--- src/rtl/adder_arb.sv ---
// adder_arb: round-robin scheduler sharing one pipelined 2-input adder among
// NUM requesters. Each grant's requester ID rides a tag pipeline matched to the
// adder latency, and the returning sum is registered together with that ID.
// Optional build macro ADDER_ARB_ERR_EN adds a sticky checker on err that flags
// any cycle where the adder's valid_out disagrees with the tag pipeline tail.
module adder_arb #(
    parameter int BITS    = 8,
    parameter int NUM     = 4,
    parameter int LATENCY = 1,
    parameter int IDW     = $clog2(NUM)
) (
    input  logic                  clk,
    input  logic                  rst,
    input  logic                  en,
    input  logic [NUM-1:0]        req_valid,
    output logic [NUM-1:0]        req_ready,
    input  logic [NUM*BITS-1:0]   req_i0,
    input  logic [NUM*BITS-1:0]   req_i1,
    output logic                  add_valid,
    output logic [BITS-1:0]       add_i0,
    output logic [BITS-1:0]       add_i1,
    input  logic [BITS-1:0]       add_o,
    input  logic                  add_valid_out,
    output logic                  rsp_valid,
    output logic [IDW-1:0]        rsp_id,
    output logic [BITS-1:0]       rsp_data,
    output logic                  err
);

    // Requester index reached by stepping 'off' places past 'base', modulo NUM.
    function automatic logic [IDW-1:0] rr_index(input logic [IDW-1:0] base, input int off);
        int s;
        s = int'(base) + off;
        if (s >= NUM) begin
            s = s - NUM;
        end
        return s[IDW-1:0];
    endfunction

    logic [IDW-1:0]  ptr_q;
    logic [IDW-1:0]  ptr_d;
    logic            found;
    logic [IDW-1:0]  grant_id;
    logic            grant;
    logic [BITS-1:0] op0_arr [NUM];
    logic [BITS-1:0] op1_arr [NUM];

    logic            tv_q  [LATENCY];
    logic [IDW-1:0]  tid_q [LATENCY];
    logic            tail_tv;
    logic [IDW-1:0]  tail_tid;
    logic            rsp_fire;

    logic            rsp_valid_q;
    logic [IDW-1:0]  rsp_id_q;
    logic [BITS-1:0] rsp_data_q;

    // Unpack the flat operand buses into per-requester lanes.
    generate
        for (genvar gi = 0; gi < NUM; gi++) begin : g_unpack
            assign op0_arr[gi] = req_i0[gi*BITS +: BITS];
            assign op1_arr[gi] = req_i1[gi*BITS +: BITS];
        end
    endgenerate

    // Round-robin search: first valid requester starting at ptr, wrapping.
    always_comb begin
        found    = 1'b0;
        grant_id = '0;
        for (int off = 0; off < NUM; off++) begin
            if (!found && req_valid[rr_index(ptr_q, off)]) begin
                found    = 1'b1;
                grant_id = rr_index(ptr_q, off);
            end
        end
    end

    assign grant = en & found;

    // Grant decode and operand issue; outputs are zero when nothing is granted.
    always_comb begin
        req_ready = '0;
        add_i0    = '0;
        add_i1    = '0;
        ptr_d     = ptr_q;
        if (grant) begin
            req_ready[grant_id] = 1'b1;
            add_i0              = op0_arr[grant_id];
            add_i1              = op1_arr[grant_id];
            ptr_d               = (grant_id == IDW'(NUM - 1)) ? '0 : grant_id + 1'b1;
        end
    end

    assign add_valid = grant;

    // Priority pointer: moves one past the last granted requester.
    always_ff @(posedge clk) begin
        if (rst) begin
            ptr_q <= '0;
        end else begin
            ptr_q <= ptr_d;
        end
    end

    // Tag pipeline carrying {valid, requester ID} alongside the adder.
    always_ff @(posedge clk) begin
        if (rst) begin
            for (int i = 0; i < LATENCY; i++) begin
                tv_q[i]  <= 1'b0;
                tid_q[i] <= '0;
            end
        end else begin
            tv_q[0]  <= grant;
            tid_q[0] <= grant ? grant_id : '0;
            for (int i = 1; i < LATENCY; i++) begin
                tv_q[i]  <= tv_q[i-1];
                tid_q[i] <= tid_q[i-1];
            end
        end
    end

    assign tail_tv  = tv_q[LATENCY-1];
    assign tail_tid = tid_q[LATENCY-1];
    assign rsp_fire = add_valid_out & tail_tv;

    // Response register; ID and data hold their last value between results.
    always_ff @(posedge clk) begin
        if (rst) begin
            rsp_valid_q <= 1'b0;
            rsp_id_q    <= '0;
            rsp_data_q  <= '0;
        end else begin
            rsp_valid_q <= rsp_fire;
            if (rsp_fire) begin
                rsp_id_q   <= tail_tid;
                rsp_data_q <= add_o;
            end
        end
    end

    assign rsp_valid = rsp_valid_q;
    assign rsp_id    = rsp_id_q;
    assign rsp_data  = rsp_data_q;

`ifdef ADDER_ARB_ERR_EN
    localparam int MW = $clog2(LATENCY + 1);
    logic [MW-1:0] mask_q;
    logic          err_q;

    // Sticky mismatch checker, blind for LATENCY cycles after reset so that
    // results already inside the adder at reset time are not flagged.
    always_ff @(posedge clk) begin
        if (rst) begin
            mask_q <= MW'(LATENCY);
            err_q  <= 1'b0;
        end else begin
            if (mask_q != '0) begin
                mask_q <= mask_q - 1'b1;
            end else if (add_valid_out != tail_tv) begin
                err_q <= 1'b1;
            end
        end
    end

    assign err = err_q;
`else
    assign err = 1'b0;
`endif

endmodule

--- config.mk ---
export PLATFORM = sky130hd
export DESIGN_NAME = adder_arb
export DESIGN_NICKNAME = d
export VERILOG_FILES = /design/src/rtl/adder_arb.sv
export SDC_FILE = /design/constraint.sdc
export NUM_CORES = 1
export LEC_CHECK = 0
export ABC_AREA = 1
export ABC_CLOCK_PERIOD_IN_PS = 2100
export BUFFER_PORTS_ARGS = -buffer_cell sky130_fd_sc_hd__buf_2
export CAP_MARGIN = 20
export CORE_ASPECT_RATIO = 0.6
export CORE_UTILIZATION = 40
export CTS_CLUSTER_DIAMETER = 60
export DETAILED_ROUTE_END_ITERATION = 16
export PLACE_DENSITY_LB_ADDON = 0.15
export SETUP_SLACK_MARGIN = 0.15
export SLEW_MARGIN = 20
export SYNTH_ARGS = -nofsm -noshare
export SYNTH_HDL_FRONTEND = slang
export SYNTH_SLANG_ARGS = --single-unit
export TNS_END_PERCENT = 10
--- constraint.sdc ---
create_clock -name clk -period 2.1 [get_ports clk]
set_clock_uncertainty 0.05 [all_clocks]
set_input_delay 0.315 -clock clk [delete_from_list [all_inputs] [get_ports clk]]
set_output_delay 0.315 -clock clk [all_outputs]
set_load 0.02 [all_outputs]
==> PnR_summary.wiki <==
{| class="wikitable"
! Metric !! Value
|-
| RSZ-0062 raised after global routing || yes
|-
| Top-area cell type share of the netlist area || 24.5%
|-
| Wire length of the first global-routing pass || 9360 um
|-
| Synthesis Warnings || 0
|-
| Fin crit share || 120%
|-
| TritonCTS clock tree || yes
|-
| Result of the run || finished with violations
|-
| R2R Path Start || ptr_q[0]$_SDFFE_PP0P_
|-
| Number of buffers added to fix hold violations after cts || 0
|-
| Routed len/inst || 12.8 um
|-
| Classification of the worst-slack hold path || input port to flip-flop
|-
| Critical path buffers and inverters || 3
|-
| Fraction of final layout cells with drive strength greater than 1 || 52.2%
|-
| Layout Cells excl Fill || 493
|-
| Critical Path Source Type || flip-flop
|-
| Clock-pin slew on the worst setup and hold paths || 0.07 ns
|-
| Vias in the first global route || 2156
|-
| Power per Cell Area || 2240 nW/um^2
|-
| Highest attainable clock frequency || 0.395 GHz
|-
| Global placement routability congestion || 0.821
|-
| Largest net degree at the start of global routing || 33
|-
| Count of buffers from port buffering || 111
|-
| Critical Path Sink Type || output pin
|-
| Cells along the critical path || buf_8, nand2_2, nand2_2, nand2_1, nand2_1, nand2_2, nand2_2, nand2_4, nand3_4, clkbuf_16, nand2_1, nand2_1, nand2_1, a21oi_2, buf_4
|-
| Vias post-DR || 2471
|-
| Most frequent cells in the layout || sky130_fd_sc_hd__nand2_1 (94), sky130_fd_sc_hd__buf_2 (91), sky130_fd_sc_hd__inv_1 (40)
|-
| Initial antenna violation count || 0
|-
| IO Pins || 113
|-
| GRT Resource Usage Total || 26.0%
|-
| Most frequent standard cell in the layout excluding fill and tap cells || sky130_fd_sc_hd__nand2_1
|-
| Netlist Area Pre-Place || 1770 um^2
|-
| Post-detailed-route count of antenna-violating nets || 0
|-
| Post-DR vias/cell || 5.01
|-
| Peak supply drop || 1.25 mV
|-
| Yosys cell types || 25
|-
| Final wirelength || 6320 um
|-
| Remaining design rule violation count || 0
|-
| Part of the Yosys area used for sequential elements || 18.1%
|-
| Maximum fanout along the worst path || 7
|-
| Antenna diode count || 0
|-
| Grt ovf || 0
|-
| Clock root cell || sky130_fd_sc_hd__clkbuf_8
|-
| Last element of the critical path || add_i0[4]
|-
| Violations in the final reports || negative setup slack
|-
| Critical-path top delay cell || sky130_fd_sc_hd__dfxtp_4
|-
| Endpoint of the most critical register-to-register path || ptr_q[0]$_SDFFE_PP0P_
|-
| Worst-case clock buffer depth || 2
|-
| Total Negative Setup Slacks || -8.07 ns
|-
| CTS sink count || 16
|-
| Final critical path time including I/O delays and setup || 2.53 ns
|-
| Count of endpoints failing setup in the final report || 22
|-
| Average cell area after synthesis || 5.75 um^2
|-
| Row Count || 18
|-
| Nets || 515
|-
| Post-synth top area cell || sky130_fd_sc_hd__nand2_1
|-
| Number of instances in the synthesized netlist || 307
|-
| Number of optimization iterations in the first detailed-route pass || 4
|-
| Initial DRC Count || 117
|-
| Pre-CTS setup slack || -0.144 ns
|-
| Top Family by Delay on Critical Path || simple AND/OR/NAND/NOR gates
|-
| Start-to-end type of the worst setup path || flip-flop to output pin
|-
| Clock H-tree levels || 1
|-
| Clock insertion delay at the later pin of the skew report || 0.26 ns
|-
| Power, Total || 6790 uW
|-
| Synth Net Count || 388
|-
| Initial standard-cell utilization of the core || 42.4%
|-
| Largest cells by area after synthesis || sky130_fd_sc_hd__nand2_1 (24%), sky130_fd_sc_hd__dfxtp_1 (18%), sky130_fd_sc_hd__nand4_1 (11%)
|-
| Die Area || 4690 um^2
|-
| Count of final hold-check violations || 0
|-
| Number of register bits inferred by synthesis || 16
|-
| Cell depth of the worst flop-to-flop path || 16
|-
| X dimension of the die || 87.8 um
|-
| Worst Setup Slack, final || -0.429 ns
|-
| Layout area overhead || 71.4%
|-
| Sum of net half-perimeters after detailed placement || 4400 um
|-
| Overall die height || 53.5 um
|-
| Area of the placeable core || 4170 um^2
|-
| Number of buffers created by CTS || 3
|-
| CP dominant cell by count || sky130_fd_sc_hd__nand2_1
|-
| Number of maximum-capacitance constraint violations || 0
|-
| Setup crit start || ptr_q[0]$_SDFFE_PP0P_
|-
| Number of cells in the design after placement || 481
|-
| Final Max Tran Viols || 0
|-
| CP max stage delay || 0.38 ns
|-
| CP Data Arrival Time || 2.16 ns
|-
| Flop2flop setup slack || -0.03 ns
|-
| Critical Path RT || 1.74 ns
|-
| Number of stages on the worst setup path || 15
|-
| Static Leakage || 0.00165 uW
|}
flip-flops by register name, summed over array words and instances, names as in the netlist:
register / flops
rsp_data: 8
rsp_valid: 1
ptr_q: 2
tid_q: 2
rsp_id: 2
tv_q: 1
worst reg2reg max path: cells and delay by family (launching register included):
kind / cells / cell delay [ns]
AND/OR/NAND/NOR: 9 / 0.84
adder cells (fa/ha/maj): 1 / 0.13
flip-flops: 1 / 0.37
buffers and inverters: 5 / 0.57
AO/OA/AOI/OAI: 1 / 0.06
layout make-up:
class                           count  area (um^2)
Clock buffer                        4         55.1
Fill cell                         333         1140
Inverter                           47          186
Multi-Input combinational cell    223         1340
Sequential cell                    16          328
Tap cell                           60         75.1
Timing Repair Buffer              143         1040
worst min-delay path by stage:
stage / startpoint / end / slack, ns / depth (start not counted)
6_report: add_o[0] / rsp_data[0]$_SDFFE_PP0P_ / 0.25 / 3
5_1_grt: add_o[4] / rsp_data[4]$_SDFFE_PP0P_ / 0.26 / 3
4_1_cts: add_o[6] / rsp_data[6]$_SDFFE_PP0P_ / 0.25 / 3
3_5_place_dp: tid_q[0][0]$_SDFF_PP0_ / rsp_id[0]$_SDFFE_PP0P_ / 0.39 / 2
3_3_place_gp: tid_q[0][1]$_SDFF_PP0_ / rsp_id[1]$_SDFFE_PP0P_ / 0.38 / 2
2_1_floorplan: rst / ptr_q[0]$_SDFFE_PP0P_ / 0.33 / 1
logic make-up after synthesis:
kind of cell	Yosys count	synth area share (%)
and+or+nand+nor	192	53.4
other	1	0.212
buffers and inverters	68	17.6
adders and majority gates	1	0.709
AOI/OAI and AO/OA	29	9.92
DFF	16	18.1
timing repair:
item / 4_1_cts / 5_1_grt
hold endpoints to repair: 0 / 0
endpoints found under the setup margin: 25 / 25
pin swaps: 8 / 27
gates cloned: 1 / 2
gates resized for setup: 31 / 54
buffers inserted: 1 / 4
Yosys cell counts:
cell and n:
sky130_fd_sc_hd__a211oi_1 1, sky130_fd_sc_hd__a21oi_1 20, sky130_fd_sc_hd__a21oi_2 7, sky130_fd_sc_hd__a31oi_1 1
sky130_fd_sc_hd__buf_1 1, sky130_fd_sc_hd__buf_2 11, sky130_fd_sc_hd__buf_4 3, sky130_fd_sc_hd__buf_6 4
sky130_fd_sc_hd__clkbuf_1 2, sky130_fd_sc_hd__clkinv_1 1, sky130_fd_sc_hd__conb_1 1, sky130_fd_sc_hd__dfxtp_1 16
sky130_fd_sc_hd__ha_1 1, sky130_fd_sc_hd__inv_1 42, sky130_fd_sc_hd__inv_2 4, sky130_fd_sc_hd__nand2_1 115
sky130_fd_sc_hd__nand2_2 5, sky130_fd_sc_hd__nand3_1 14, sky130_fd_sc_hd__nand3_2 11, sky130_fd_sc_hd__nand3_4 2
sky130_fd_sc_hd__nand4_1 32, sky130_fd_sc_hd__nor2_1 9, sky130_fd_sc_hd__nor2_4 1, sky130_fd_sc_hd__nor3_1 2
sky130_fd_sc_hd__nor3_2 1
power by group:
part | total [uW] | internal [uW] | switching [uW]
sequential | 407 | 359 | 47.1
combinational | 6110 | 2780 | 3320
clock | 280 | 167 | 113
routing by layer:
layer  up-vias  GRT usage, %  part of all wire, %
met4         0          5.74                 0.71
met2        84          41.7                   47
met3         6          4.37                  5.6
met1      1138          36.1                   47
met5         -             0                    0
li1       1243             -                    -
stage by stage:
| step | instance area [um^2] | hold slack (ns) | util, % |
|---|---|---|---|
| final | 3030 | 0.251 | 72.6 |
| after global routing | 3030 | 0.255 | 72.6 |
| after CTS | 2750 | 0.245 | 66.0 |
| after detailed placement | 2580 | 0.389 | 62.0 |
| after global placement | 2580 | 0.382 | 62.0 |
| after floorplan | 1830 | 0.334 | - |
Note: power is estimated with default switching activity, not from simulation.
